<file path="config.mk">
export PLATFORM = sky130hd
export DESIGN_NAME = par_ser_stream_flat
export DESIGN_NICKNAME = d
export VERILOG_FILES = /design/src/rtl/par_ser_stream_if.sv /design/src/rtl/par_ser_stream.sv /design/src/flat_wrapper.sv
export SDC_FILE = /design/constraint.sdc
export NUM_CORES = 1
export LEC_CHECK = 0
export BUFFER_PORTS_ARGS = -buffer_cell sky130_fd_sc_hd__buf_2
export CORE_MARGIN = 3
export CORE_UTILIZATION = 25
export DETAILED_ROUTE_END_ITERATION = 16
export REMOVE_ABC_BUFFERS = 1
export SLEW_MARGIN = 10
export SYNTH_ARGS = -nofsm -noshare
export SYNTH_HDL_FRONTEND = slang
export SYNTH_SLANG_ARGS = --single-unit
</file>
<file path="constraint.sdc">
create_clock -name clk -period 2.3 [get_ports clk]
set_input_delay 0.115 -clock clk [delete_from_list [all_inputs] [get_ports clk]]
set_output_delay 0.115 -clock clk [all_outputs]
set_load 0.02 [all_outputs]
</file>
<file path="src/rtl/par_ser_stream_if.sv">
// Word-in / bit-out stream bundle for par_ser_stream.
// The producer drives the parallel side and bit_en; the converter answers on the serial side.
interface par_ser_stream_if #(
    parameter int unsigned WIDTH = 8
);
    logic             in_valid;
    logic             in_ready;
    logic [WIDTH-1:0] d_in;
    logic             bit_en;
    logic             d_out;
    logic             out_valid;
    logic             out_first;
    logic             out_last;
    logic             busy;

    modport master (
        output in_valid, d_in, bit_en,
        input  in_ready, d_out, out_valid, out_first, out_last, busy
    );

    modport slave (
        input  in_valid, d_in, bit_en,
        output in_ready, d_out, out_valid, out_first, out_last, busy
    );
endinterface

</file>
<file path="src/rtl/par_ser_stream.sv">
// Double-buffered parallel-to-serial converter.
// A holding register lets the next word load with no idle bit between words.
module par_ser_stream #(
    parameter int unsigned WIDTH      = 8,
    parameter bit          MSB_FIRST  = 1'b1,
    parameter bit          IDLE_LEVEL = 1'b0
) (
    input logic             clk,
    input logic             rst,
    input logic             flush,
    par_ser_stream_if.slave s
);
    localparam int unsigned CNT_W = $clog2(WIDTH);
    localparam logic [CNT_W-1:0] LAST_BIT = CNT_W'(WIDTH - 1);

    typedef enum logic {
        ST_IDLE  = 1'b0,
        ST_SHIFT = 1'b1
    } state_t;

    state_t           state_q, state_d;
    logic [WIDTH-1:0] hold_q, hold_d;
    logic             hold_valid_q, hold_valid_d;
    logic [WIDTH-1:0] shreg_q, shreg_d;
    logic [CNT_W-1:0] cnt_q, cnt_d;
    logic             d_out_q, d_out_d;
    logic             out_valid_q, out_valid_d;
    logic             out_first_q, out_first_d;
    logic             out_last_q, out_last_d;
    logic             busy_q, busy_d;

    logic in_ready_c;
    logic accept_c;
    logic load_c;

    // Ready depends only on registered hold state and flush.
    assign in_ready_c = !hold_valid_q && !flush;
    assign accept_c   = s.in_valid && in_ready_c;

    always_comb begin
        state_d      = state_q;
        hold_d       = hold_q;
        hold_valid_d = hold_valid_q;
        shreg_d      = shreg_q;
        cnt_d        = cnt_q;
        load_c       = 1'b0;

        if (flush) begin
            state_d      = ST_IDLE;
            hold_valid_d = 1'b0;
            shreg_d      = '0;
            cnt_d        = '0;
        end else begin
            unique case (state_q)
                ST_IDLE: begin
                    load_c = hold_valid_q;
                end
                ST_SHIFT: begin
                    if (s.bit_en) begin
                        if (cnt_q != LAST_BIT) begin
                            shreg_d = MSB_FIRST ? (shreg_q << 1) : (shreg_q >> 1);
                            cnt_d   = cnt_q + CNT_W'(1);
                        end else if (hold_valid_q) begin
                            load_c = 1'b1;
                        end else begin
                            state_d = ST_IDLE;
                            shreg_d = '0;
                            cnt_d   = '0;
                        end
                    end
                end
                default: begin
                    state_d = ST_IDLE;
                end
            endcase

            if (load_c) begin
                shreg_d      = hold_q;
                cnt_d        = '0;
                state_d      = ST_SHIFT;
                hold_valid_d = 1'b0;
            end

            // Accept never coincides with load: accept needs hold empty, load needs it full.
            if (accept_c) begin
                hold_d       = s.d_in;
                hold_valid_d = 1'b1;
            end
        end

        out_valid_d = (state_d == ST_SHIFT);
        d_out_d     = out_valid_d ? (MSB_FIRST ? shreg_d[WIDTH-1] : shreg_d[0]) : IDLE_LEVEL;
        out_first_d = out_valid_d && (cnt_d == '0);
        out_last_d  = out_valid_d && (cnt_d == LAST_BIT);
        busy_d      = out_valid_d || hold_valid_d;
    end

    always_ff @(posedge clk or negedge rst) begin
        if (!rst) begin
            state_q      <= ST_IDLE;
            hold_q       <= '0;
            hold_valid_q <= 1'b0;
            shreg_q      <= '0;
            cnt_q        <= '0;
            d_out_q      <= IDLE_LEVEL;
            out_valid_q  <= 1'b0;
            out_first_q  <= 1'b0;
            out_last_q   <= 1'b0;
            busy_q       <= 1'b0;
        end else begin
            state_q      <= state_d;
            hold_q       <= hold_d;
            hold_valid_q <= hold_valid_d;
            shreg_q      <= shreg_d;
            cnt_q        <= cnt_d;
            d_out_q      <= d_out_d;
            out_valid_q  <= out_valid_d;
            out_first_q  <= out_first_d;
            out_last_q   <= out_last_d;
            busy_q       <= busy_d;
        end
    end

    assign s.in_ready  = in_ready_c;
    assign s.d_out     = d_out_q;
    assign s.out_valid = out_valid_q;
    assign s.out_first = out_first_q;
    assign s.out_last  = out_last_q;
    assign s.busy      = busy_q;
endmodule

</file>
<file path="src/flat_wrapper.sv">
// flat-port wrapper written by rule: the top's interface ports become plain ports
module par_ser_stream_flat 
#(
    parameter int unsigned WIDTH      = 8,
    parameter bit          MSB_FIRST  = 1'b1,
    parameter bit          IDLE_LEVEL = 1'b0
)
  (clk, rst, flush, s_in_valid, s_d_in, s_bit_en, s_in_ready, s_d_out, s_out_valid, s_out_first, s_out_last, s_busy);
  par_ser_stream_if #(.WIDTH(WIDTH)) s_i ();
  input logic clk;
  input logic rst;
  input logic flush;
  input wire logic [$bits(s_i.in_valid)-1:0] s_in_valid;
  input wire logic [$bits(s_i.d_in)-1:0] s_d_in;
  input wire logic [$bits(s_i.bit_en)-1:0] s_bit_en;
  output wire logic [$bits(s_i.in_ready)-1:0] s_in_ready;
  output wire logic [$bits(s_i.d_out)-1:0] s_d_out;
  output wire logic [$bits(s_i.out_valid)-1:0] s_out_valid;
  output wire logic [$bits(s_i.out_first)-1:0] s_out_first;
  output wire logic [$bits(s_i.out_last)-1:0] s_out_last;
  output wire logic [$bits(s_i.busy)-1:0] s_busy;
  assign s_i.in_valid = s_in_valid;
  assign s_i.d_in = s_d_in;
  assign s_i.bit_en = s_bit_en;
  assign s_in_ready = s_i.in_ready;
  assign s_d_out = s_i.d_out;
  assign s_out_valid = s_i.out_valid;
  assign s_out_first = s_i.out_first;
  assign s_out_last = s_i.out_last;
  assign s_busy = s_i.busy;
  par_ser_stream #(.WIDTH(WIDTH), .MSB_FIRST(MSB_FIRST), .IDLE_LEVEL(IDLE_LEVEL)) u_core (.clk(clk), .rst(rst), .flush(flush), .s(s_i));
endmodule
</file>
== Yosys cells after proc, flatten, opt, wreduce, memory -nomap -nowiden ==
Cells that the tools add are included.

* Bits in registers: 25
* Latch bits: 0
* Bits in writable memories: 0
* Memory bits (read-only): 0
* Bits of input ports: 13
* Output and inout bits: 6
* Logic and storage cells: 54
* Memories: 0

* Add/sub/neg operators: 1
* Multipliers: 0
* Div/mod/pow operators: 0
* Order comparisons: 0
* Equal/unequal tests: 3
* Shift operators: 0
* Mux-type cells: 26
* Bitwise gates (word level): 2
* Reduce and logical (&&, ||, !) cells: 12

{| class="wikitable"
|+ Operator list
! cell !! number
|-
| 2-to-1 mux 8 bit || 6
|-
| 2-to-1 mux 3 bit || 6
|-
| 2-to-1 mux 1 bit || 13
|-
| nonzero test 3 bit || 2
|-
| logical AND 1 bit || 4
|-
| != test 4 bit, second input constant || 1
|-
| adder 3 x 1 -> 3 bit, second input constant || 1
|-
| == test 3 bit, second input constant || 1
|-
| logical NOT 3 bit || 1
|-
| != test 3 bit, second input constant || 1
|-
| AND reduction 3 bit || 1
|-
| logical NOT 1 bit || 2
|-
| inverter 1 bit || 2
|-
| one-hot mux 1 bit (2 select lines) || 1
|-
| AND reduction 2 bit || 1
|-
| logical OR 1 bit || 1
|}

== Depth between registers and ports, before layout ==
Gate-level depths: netlist of run 1.

* Depth in word-level cells: 9
* Gate-level depth with buffers: 7
* Mapped depth without buffers: 7

== Least setup slack after synthesis of run 1 ==
No wires, ideal clock.

* Kind: flip-flop to flip-flop
* Start point: register u_core.cnt_q[0]
* End point: register u_core.shreg_q[5]
* Library setup time: 0.132 ns
* Data arrival time: 1.612 ns
* Data required time: 2.168 ns
* Slack: 0.555 ns
* Cell stages (with the launch flop): 8
* Buffers on the path: 1
* Period minus slack after synthesis: 1.745 ns
* Path through: dfrtp_1 ha_1 ha_1 and2_1 clkbuf_1 a22o_1 a22oi_1 o21ai_1

* Longest elaborated chain between the ends: 7
* Elaborated cells between the ends (all ways): 14
* Classes of those cells: 2 x eq/ne; 9 x mux; 3 x reduce/logical

{| class="wikitable"
|+ RTL lines
! item !! RTL line !! source
|-
| from (decl) || par_ser_stream.sv:25 || <nowiki>logic [CNT_W-1:0] cnt_q, cnt_d;</nowiki>
|-
| from (signal assigned) || par_ser_stream.sv:115 || <nowiki>cnt_q <= cnt_d;</nowiki>
|-
| != test 3 bit * || par_ser_stream.sv:60 || <nowiki>if (cnt_q != LAST_BIT) begin</nowiki>
|-
| 2-to-1 mux 1 bit || par_ser_stream.sv:60 ||
|-
| 2-to-1 mux 1 bit || par_ser_stream.sv:59 || <nowiki>if (s.bit_en) begin</nowiki>
|-
| one-hot mux 1 bit (2 select lines) || par_ser_stream.sv:54 || <nowiki>unique case (state_q)</nowiki>
|-
| 2-to-1 mux 1 bit || par_ser_stream.sv:48 || <nowiki>if (flush) begin</nowiki>
|-
| != test 4 bit (no source line), or another cell as far along || - ||
|-
| AND reduction 3 bit (no source line) / 2-to-1 mux 8 bit (equally long branches) || - ||
|-
| to (signal assigned) || par_ser_stream.sv:114 || <nowiki>shreg_q <= shreg_d;</nowiki>
|-
| to (decl) || par_ser_stream.sv:24 || <nowiki>logic [WIDTH-1:0] shreg_q, shreg_d;</nowiki>
|}

Every way passes the cells marked *; elsewhere a longest branch is shown, timed or not. The select of a mux whose other input is x is not followed.
A chain may end at the register's enable or synchronous reset.

== Final worst setup path of run 1 ==
* Start point: register u_core.cnt_q[0]
* End point: register u_core.shreg_q[1]

The elaborated chain is that of the path after synthesis.

==> results.py, run 1 <==
metrics = {
    "floorplan": {
        "core_area_um2": 4530,
        "start_util": 0.271,
        "io_pins": 19,
        "std_cell_rows": 24,
        "die_h_um": 76.1,
        "die_x_um": 76.1,
        "design.die.area_um2": 5790,
    },
    "logic_synthesis": {
        "synthTopCellsByArea": "dfrtp_1 51%, mux2_1 6.4%, a22oi_1 4.3%",
        "syn_area_um2": 1230,
        "synth_mux_area_frac": 0.0896,
        "synth_fa_ha_area_frac": 0.0305,
        "synth-xor-area-share": 0,
        "synth.most_common_cell": "dfrtp_1",
        "synth_top_family_by_area": "compound AO/OA/AOI/OAI gates",
        "yosysTopAreaCell": "dfrtp_1",
        "yosys.area_share.simple": 0.122,
        "avgSynthCellArea_um2": 11.2,
        "yosys.area.top_type_share": 0.509,
        "syn_inst": 110,
        "ys_seq_area_frac": 0.509,
        "yosysWarnings": 0,
        "synth_ff_type": "dfrtp_1",
        "async_flop_share": 1.00,
        "synth_top_cells_by_count": "25 x dfrtp_1, 9 x nand2_1, 9 x nor2_1",
        "synth-seq-cells": 25,
        "synth_compound_area_frac": 0.199,
        "synth_edf_count": 0,
        "synthDistinctLibCells": 29,
    },
    "power": {
        "clkPwrFrac": 0.285,
        "cell_internal_pwr_mw": 0.660,
        "p_sw_mw": 0.240,
        "combPwrFrac": 0.142,
        "p_per_area_nw_per_um2": 641,
        "switching_share": 0.267,
        "ir_drop_mv": 0.299,
        "power_leakage_nw": 0.626,
        "power_frac_seq": 0.573,
    },
    "clock_network": {
        "clk_path_buf_depth": 2,
        "cts.root.buffer_cell": "clkbuf_8",
        "numCtsBuffers": 3,
        "clk_pin_slew_ns": 0.09,
        "htreeDepth": 1,
        "cts_tree": "yes",
        "clk_latency_ns": 0.27,
        "postCtsSetupBuffers": 0,
        "cts_resized": 0,
        "clock-sinks": 25,
    },
    "setup_path": {
        "crit_path_max_incr_delay_ns": 0.41,
        "crit_slowest_cell": "dfrtp_1",
        "endpoint_kind": "flop",
        "path_cells": "ha_1 -> ha_1 -> nor2b_1 -> a22o_1 -> a22oi_1 -> o21ai_1",
        "startpoint_type": "flop",
        "path_buf_inv": 0,
        "cp.required_ns": 2.49,
        "worst_path_most_repeated_cell": "ha_1",
        "worstSetupPathType": "flop to flop",
        "path_delay_family": "adder cells",
        "critPathMaxFanout": 6,
        "cp.arrival_ns": 2.02,
    },
    "global_routing": {
        "antenna_found_initial": 0,
        "grt_max_degree": 26,
        "grt_pass1_vias": 885,
        "track_usage": 0.0851,
        "overflow": 0,
        "grt_pass1_wl_um": 4110,
    },
    "routing": {
        "ant_nets": 0,
        "post_drt_wl_per_cell_um": 12.2,
        "via_per_inst": 4.58,
        "route.detailed.drc": 0,
        "wirelength_um": 2320,
        "dr.first_iter.drc_count": 29,
        "vias": 871,
        "drt-pass1-iter-count": 4,
    },
    "layout": {
        "multiInputGateArea_um2": 542,
        "utilization": 0.310,
        "area_growth_pct": 14.4,
        "diodes": 0,
        "fin_area_um2": 1410,
        "regArea_um2": 626,
        "final.fill_count": 469,
        "drive_gt1_frac": 0.232,
        "final_nets": 142,
    },
    "timing": {
        "worst_slack_ns": 0.478,
        "hold_viol_final": 0,
        "fmax_mhz": 549,
        "whs_ns": 0.0553,
        "min_period_over_period": 0.792,
        "rsz0062_at_grt": "no",
        "skew_ns": 0.00781,
        "setup_violations": 0,
        "period_minus_slack_ns": 1.82,
        "slew-limit-headroom": 0.614,
        "final.setup.tns_ns": 0,
        "tightest_slew_ns": 0.578,
        "slew_viol_final": 0,
    },
    "run": {
        "drv_cap": 0,
    },
    "placed_design": {
        "portBuffers": 18,
        "dp_slack_ns": 0.472,
        "gp_congestion": 0.750,
        "placed_cell_area_um2": 1350,
        "dp_hpwl_um": 1710,
    },
    "hold_path": {
        "hp-class": "input port to flop",
    },
    "run_status": {
        "outcome": "finished clean",
    },
}
-- final timing paths --
kind / startpoint / end / slack [ns] / cells past startpoint
min reg2reg: u_core.shreg_q[3] / u_core.shreg_q[3] / 0.49 / 2
min: s_d_in[7] / u_core.hold_q[7] / 0.06 / 3
max: u_core.cnt_q[0] / u_core.shreg_q[1] / 0.48 / 6
max in group asynchronous: rst / u_core.cnt_q[2] / 1.58 / 2
min in group asynchronous: rst / u_core.hold_q[0] / 0.36 / 2
max reg2reg: u_core.cnt_q[0] / u_core.shreg_q[1] / 0.48 / 6
-- power by group through the flow --
stage,sequential (mW),clock (mW),combinational (mW)
floorplan,0.522,0,0.0751
global placement,0.523,0,0.126
detailed placement,0.525,0,0.130
CTS,0.516,0.271,0.131
global route,0.523,0.288,0.146
finish,0.516,0.256,0.128
-- worst reg2reg max path, stage by stage (launching register included) --
cell     delay (ns)
dfrtp_1        0.41
ha_1           0.23
ha_1           0.28
nor2b_1        0.41
a22o_1         0.20
a22oi_1        0.06
o21ai_1        0.16
-- through the flow --
stage	total power, mW	instances
floorplan	0.597	102
global route	0.957	190
finish	0.900	190
global placement	0.649	185
detailed placement	0.654	185
CTS	0.918	190
-- state kept, by name, summed over array words and instances (netlist names) --
name / flops
u_core.hold_q: 8
u_core.shreg_q: 8
u_core.cnt_q: 3
u_core.hold_valid_q: 1
u_core.s.busy: 1
u_core.s.d_out: 1
u_core.s.out_first: 1
u_core.s.out_last: 1
u_core.state_q: 1
-- per-layer routing --
| layer | up-vias | wire length (um) | track usage |
|---|---|---|---|
| li1 | 426 | - | - |
| met1 | 421 | 1110 | 0.115 |
| met2 | 19 | 1090 | 0.135 |
| met3 | 5 | 64 | 0.00827 |
| met4 | 0 | 52 | 0.0435 |
| met5 | - | 0 | 0 |
-- layout by cell type (no fill, tap or decap) --
cell	netlist	routed
a31oi_1	1	1
inv_1	2	2
a211o_1	1	1
dlygate4sd3_1	0	1
nand2_1	9	9
a22oi_1	7	7
a22oi_2	2	2
clkbuf_8	0	3
mux2_1	7	7
ha_1	3	3
nor4b_1	1	1
a21o_1	1	1
a21oi_1	2	2
a32o_1	1	1
dfrtp_1	25	25
a211oi_4	1	1
clkinvlp_4	0	1
nor2_2	1	1
nor3_1	5	5
buf_2	1	18
and2_1	2	2
a22o_1	6	6
a21boi_2	1	1
o21ai_1	8	8
mux2i_1	2	2
nor2b_1	3	3
nor2_1	9	9
mux2_2	1	1
nand2_4	1	1
-- timing repair --
action / CTS / global route
endpoints found under the hold margin: 25 / 0
endpoints found under the setup margin: 0 / 0
hold buffers: 1 / 0
-- cell type report --
cell class              instances  share of cell area
clock buffers                   3              0.0294
clock inverters                 1             0.00534
inverters                       2             0.00534
multi-input cells              75               0.386
flip-flops and latches         25               0.445
well taps                      65              0.0579
repair buffers                 19              0.0712
-- logic make-up (layout without fill, tap and decap cells) --
| family | Yosys count | after routing |
|---|---|---|
| flops | 25 | 25 |
| simple gates | 31 | 31 |
| buf+inv | 10 | 25 |
| fa+ha+maj | 3 | 3 |
| mux | 10 | 10 |
| compound gates | 31 | 31 |
Note: power is estimated with default switching activity, not from simulation.
==> inputs of run 2 (changes only) <==
- clock period: 2.3 -> 1.6 ns (I/O delays scaled with it)
==> run 2 against run 1 <==
The run now ends with setup timing left. Clock-buffer cell count did not move. Global-route usage grew 1.3 points. Clock power rose by 45%. Setup slack got worse by 0.55 ns. Non-clock buffer count increased by 15. Total power increased by 48%. Utilization up 4.2 points. Register-to-register slack worse by 0.55 ns.
==> results.py, run 2 (same netlist as run 1, synthesis figures left out) <==
metrics = {
    "setup_path": {
        "critPathMaxFanout": 3,
        "cp.required_ns": 1.77,
        "worstSetupPathType": "flop to flop",
        "timing.rr.end": "u_core.s.out_first",
        "cp.arrival_ns": 1.84,
        "rrSetupSlack_ns": -0.07,
        "timing.rr.start": "u_core.cnt_q[0]",
        "r2r_cells": 7,
        "startpoint_type": "flop",
        "endpoint_kind": "flop",
    },
    "clock_network": {
        "clk_path_buf_depth": 2,
        "htreeDepth": 1,
        "clk_latency_ns": 0.27,
        "cts.root.buffer_cell": "clkbuf_8",
        "cts_tree": "yes",
        "clk_pin_slew_ns": 0.08,
        "clock-sinks": 25,
        "numCtsBuffers": 3,
    },
    "power": {
        "power_leakage_nw": 0.705,
        "ir_drop_mv": 0.546,
        "p_per_area_nw_per_um2": 836,
        "finalPower_mw": 1.33,
    },
    "global_routing": {
        "track_usage": 0.0976,
        "grt_pass1_vias": 1045,
        "grt_pass1_wl_um": 4730,
        "overflow": 0,
        "grt_max_degree": 26,
        "antenna_found_initial": 0,
    },
    "run_status": {
        "outcome": "finished with violations",
        "violations": "setup timing",
    },
    "floorplan": {
        "design.die.area_um2": 5790,
        "io_pins": 19,
        "core_area_um2": 4530,
        "die_x_um": 76.1,
        "std_cell_rows": 24,
        "die_h_um": 76.1,
        "start_util": 0.271,
    },
    "layout": {
        "fin_area_um2": 1590,
        "mostFrequentLayoutCell": "dfrtp_1",
        "area_growth_pct": 29.7,
        "fin_cells": 205,
        "drive_gt1_frac": 0.386,
        "layout_common_cells": "25 x dfrtp_1, 18 x buf_2, 12 x buf_4",
        "final_nets": 157,
        "top_regs": "u_core.hold_q x8, u_core.shreg_q x8, u_core.cnt_q x3",
        "final.fill_count": 449,
        "utilization": 0.352,
        "diodes": 0,
    },
    "routing": {
        "vias": 944,
        "ant_nets": 0,
        "wirelength_um": 2620,
        "post_drt_wl_per_cell_um": 12.8,
        "drt-pass1-iter-count": 4,
        "route.detailed.drc": 0,
        "via_per_inst": 4.60,
        "dr.first_iter.drc_count": 37,
    },
    "timing": {
        "setup_violations": 1,
        "worst_slack_ns": -0.0746,
        "skew_ns": 0.00677,
        "tightest_slew_ns": 0.559,
        "slew-limit-headroom": 0.627,
        "rsz0062_at_grt": "yes",
        "whs_ns": 0.0179,
        "min_period_over_period": 1.05,
        "final.setup.tns_ns": -0.0746,
        "slew_viol_final": 0,
        "hold_viol_final": 0,
        "period_minus_slack_ns": 1.67,
        "fmax_mhz": 597,
    },
    "hold_path": {
        "min_to": "u_core.hold_q[7]",
        "min_from": "s_d_in[7]",
        "hp-class": "input port to flop",
        "hold_depth": 3,
    },
    "placed_design": {
        "portBuffers": 18,
        "placed_cell_area_um2": 1440,
        "dp_hpwl_um": 1950,
        "place_inst": 198,
        "dp_slack_ns": -0.153,
        "gp_congestion": 0.728,
    },
    "run": {
        "drv_cap": 0,
    },
}
-- run 2: where the power goes --
part | internal, mW | switching, mW | total [mW]
clock network | 0.174 | 0.198 | 0.372
registers | 0.693 | 0.0470 | 0.740
logic | 0.101 | 0.118 | 0.220
total | 0.969 | 0.364 | 1.33
-- run 2: final cells by class --
type	count	area, um2	share of cell area
Clock buffer	3	41.3	0.0259
Sequential cell	25	626	0.392
Clock inverter	1	5.00	0.00314
Multi-Input combinational cell	75	609	0.382
Tap cell	65	81.3	0.0510
Inverter	2	7.51	0.00471
Timing Repair Buffer	34	224	0.141
-- run 2: per-layer routing --
layer / routed length (um) / global-route usage / vias up
met4: 65 / 0.0580 / 0
met2: 1370 / 0.176 / 18
met5: 0 / 0 / -
met3: 34 / 0.00473 / 5
li1: - / - / 451
met1: 1150 / 0.115 / 470
-- run 2: critical path, cell delays in order, from the launching register on --
cell and delay (ns):
dfrtp_1 0.42, ha_4 0.19, buf_6 0.11, ha_4 0.15, a21o_1 0.17, a22oi_2 0.20, a31oi_1 0.13, nor3_1 0.21
-- run 2: worst max-delay path by stage --
stage	startpoint	to	slack [ns]
after floorplan	u_core.cnt_q[0]	u_core.shreg_q[5]	-0.05
after global placement	u_core.cnt_q[0]	u_core.shreg_q[5]	-0.05
after detailed placement	u_core.cnt_q[0]	u_core.shreg_q[5]	-0.15
after CTS	u_core.cnt_q[0]	u_core.s.out_first	-0.06
after global routing	u_core.cnt_q[0]	u_core.s.out_first	-0.14
final	u_core.cnt_q[0]	u_core.s.out_first	-0.07
-- run 2: timing repair --
action                                  CTS  global route
setup buffers                             2             1
endpoints found under the setup margin   13            11
pin swaps                                 6            12
endpoints found under the hold margin    25             0
hold buffers                              1             0
resized for setup                        10             8
==> inputs of run 3 (changes only) <==
- ABC_AREA: unset -> 1
- CORE_ASPECT_RATIO: unset -> 0.9
- CTS_CLUSTER_SIZE: unset -> 40
==> run 3 against run 2 <==
First-iteration DRC count rose by 110%. Utilization fell by 1.0 points. Total power rose by 0.71%. Cell area fell by 9.3%. Critical endpoint is now u_core.s.out_last. The flow now finishes without violations. Cell count rose by 7.8%. Non-clock buffer count fell by 9. Highest routed layer unchanged. Clock skew fell by 0.0014 ns. Routed wire length fell by 11%. Combinational power barely moved. Via count fell by 4.8%. Critical path type unchanged. Synthesized area fell by 7.3%.
==> results.py, run 3 <==
metrics = {
    "run_status": {
        "outcome": "finished clean",
    },
    "placed_design": {
        "portBuffers": 18,
        "gp_congestion": 0.832,
        "place_inst": 214,
        "dp_slack_ns": 0.0281,
        "dp_hpwl_um": 1630,
        "placed_cell_area_um2": 1330,
    },
    "setup_path": {
        "path_delay_family": "flip-flops",
        "startpoint_type": "flop",
        "cp.arrival_ns": 1.75,
        "crit_path_max_incr_delay_ns": 0.40,
        "worstSetupPathType": "flop to flop",
        "cp.required_ns": 1.80,
        "crit_slowest_cell": "dfrtp_1",
        "critPathMaxFanout": 5,
        "path_buf_inv": 1,
        "endpoint_kind": "flop",
        "path_cells": "ha_2 -> ha_2 -> nand2_2 -> nand2_2 -> a21oi_2 -> buf_4 -> nand3_1 -> nor2_1",
    },
    "layout": {
        "fin_area_um2": 1450,
        "layout_common_cells": "58 x nand2_1, 25 x dfrtp_1, 18 x buf_2",
        "mostFrequentLayoutCell": "nand2_1",
        "final_nets": 178,
        "regArea_um2": 626,
        "diodes": 0,
        "fin_cells": 221,
        "multiInputGateArea_um2": 505,
        "drive_gt1_frac": 0.323,
        "utilization": 0.341,
        "final.fill_count": 450,
        "top_regs": "u_core.hold_q x8, u_core.shreg_q x8, u_core.cnt_q x3",
        "area_growth_pct": 27.0,
    },
    "routing": {
        "route.detailed.drc": 0,
        "ant_nets": 0,
        "drt-pass1-iter-count": 4,
        "vias": 899,
        "via_per_inst": 4.07,
        "post_drt_wl_per_cell_um": 10.6,
        "wirelength_um": 2340,
        "dr.first_iter.drc_count": 76,
    },
    "logic_synthesis": {
        "avgSynthCellArea_um2": 8.63,
        "synthTopCellsByArea": "dfrtp_1 55%, nand2_1 22%, mux2_2 7.9%",
        "synth_edf_count": 0,
        "synth-seq-cells": 25,
        "synth_ff_type": "dfrtp_1",
        "syn_inst": 132,
        "yosys.area.top_type_share": 0.549,
        "yosysWarnings": 0,
        "yosysTopAreaCell": "dfrtp_1",
        "syn_area_um2": 1140,
        "synth_top_cells_by_count": "66 x nand2_1, 25 x dfrtp_1, 12 x inv_1",
        "ys_seq_area_frac": 0.549,
        "synthDistinctLibCells": 13,
        "async_flop_share": 1.00,
        "synth.most_common_cell": "nand2_1",
    },
    "timing": {
        "whs_ns": 0.0309,
        "slew_viol_final": 0,
        "final.setup.tns_ns": 0,
        "tightest_slew_ns": 0.551,
        "min_period_over_period": 0.971,
        "period_minus_slack_ns": 1.55,
        "hold_viol_final": 0,
        "slew-limit-headroom": 0.633,
        "skew_ns": 0.00535,
        "setup_violations": 0,
        "fmax_mhz": 643,
        "worst_slack_ns": 0.0458,
    },
    "floorplan": {
        "std_cell_rows": 22,
        "die_h_um": 70.0,
        "die_x_um": 77.1,
        "design.die.area_um2": 5400,
        "io_pins": 19,
        "start_util": 0.269,
        "core_area_um2": 4240,
    },
    "clock_network": {
        "cts_tree": "yes",
        "htreeDepth": 1,
        "clk_pin_slew_ns": 0.09,
        "cts.root.buffer_cell": "clkbuf_8",
        "clk_latency_ns": 0.27,
        "clk_path_buf_depth": 2,
        "clock-sinks": 25,
        "numCtsBuffers": 3,
    },
    "hold_path": {
        "hp-class": "input port to flop",
    },
    "power": {
        "power_leakage_nw": 0.811,
        "finalPower_mw": 1.34,
        "ir_drop_mv": 0.292,
        "p_per_area_nw_per_um2": 928,
    },
    "global_routing": {
        "grt_pass1_vias": 817,
        "overflow": 0,
        "track_usage": 0.0865,
        "grt_max_degree": 26,
        "grt_pass1_wl_um": 3790,
        "antenna_found_initial": 0,
    },
    "run": {
        "drv_cap": 0,
    },
}
## run 3: power breakdown
part / switching [mW] / internal, mW / total [mW] / leakage (nW)
logic: 0.124 / 0.0968 / 0.221 / 0.461
registers: 0.0436 / 0.701 / 0.745 / 0.324
clock network: 0.202 / 0.174 / 0.376 / 0.0255
## run 3: repair_timing
action / CTS / global route
endpoints found under the hold margin: 25 / 0
buffers inserted: 0 / 2
endpoints found under the setup margin: 0 / 11
hold buffers: 1 / 0
gates resized for setup: 0 / 15
## run 3: layout make-up
cell class / instances / share of cell area
well taps: 60 / 0.0519
flip-flops and latches: 25 / 0.433
inverters: 13 / 0.0337
multi-input cells: 94 / 0.349
clock inverters: 1 / 0.00346
clock buffers: 3 / 0.0285
repair buffers: 25 / 0.100
## run 3: kinds of logic after synthesis
family          share of synthesized area
flops                               0.549
compound gates                     0.0143
simple gates                        0.281
mux                                0.0791
buf+inv                            0.0429
fa+ha+maj                          0.0330
## run 3: final timing paths
check / from / end / slack (ns) / cells past startpoint
setup / recovery: u_core.cnt_q[1] / u_core.s.out_last / 0.05 / 8
hold / removal: flush / u_core.s.busy / 0.03 / 2
setup reg to reg: u_core.cnt_q[1] / u_core.s.out_last / 0.05 / 8
hold reg to reg: u_core.shreg_q[1] / u_core.shreg_q[1] / 0.48 / 2
max in group asynchronous: rst / u_core.shreg_q[0] / 0.91 / 2
min in group asynchronous: rst / u_core.s.out_last / 0.32 / 2
## run 3: routing by layer
metal	track usage	up-vias	wire (um)
met3	0.0206	5	118
met4	0.0356	0	47
met5	0	-	0
met1	0.130	406	1240
met2	0.116	23	932
li1	-	465	-
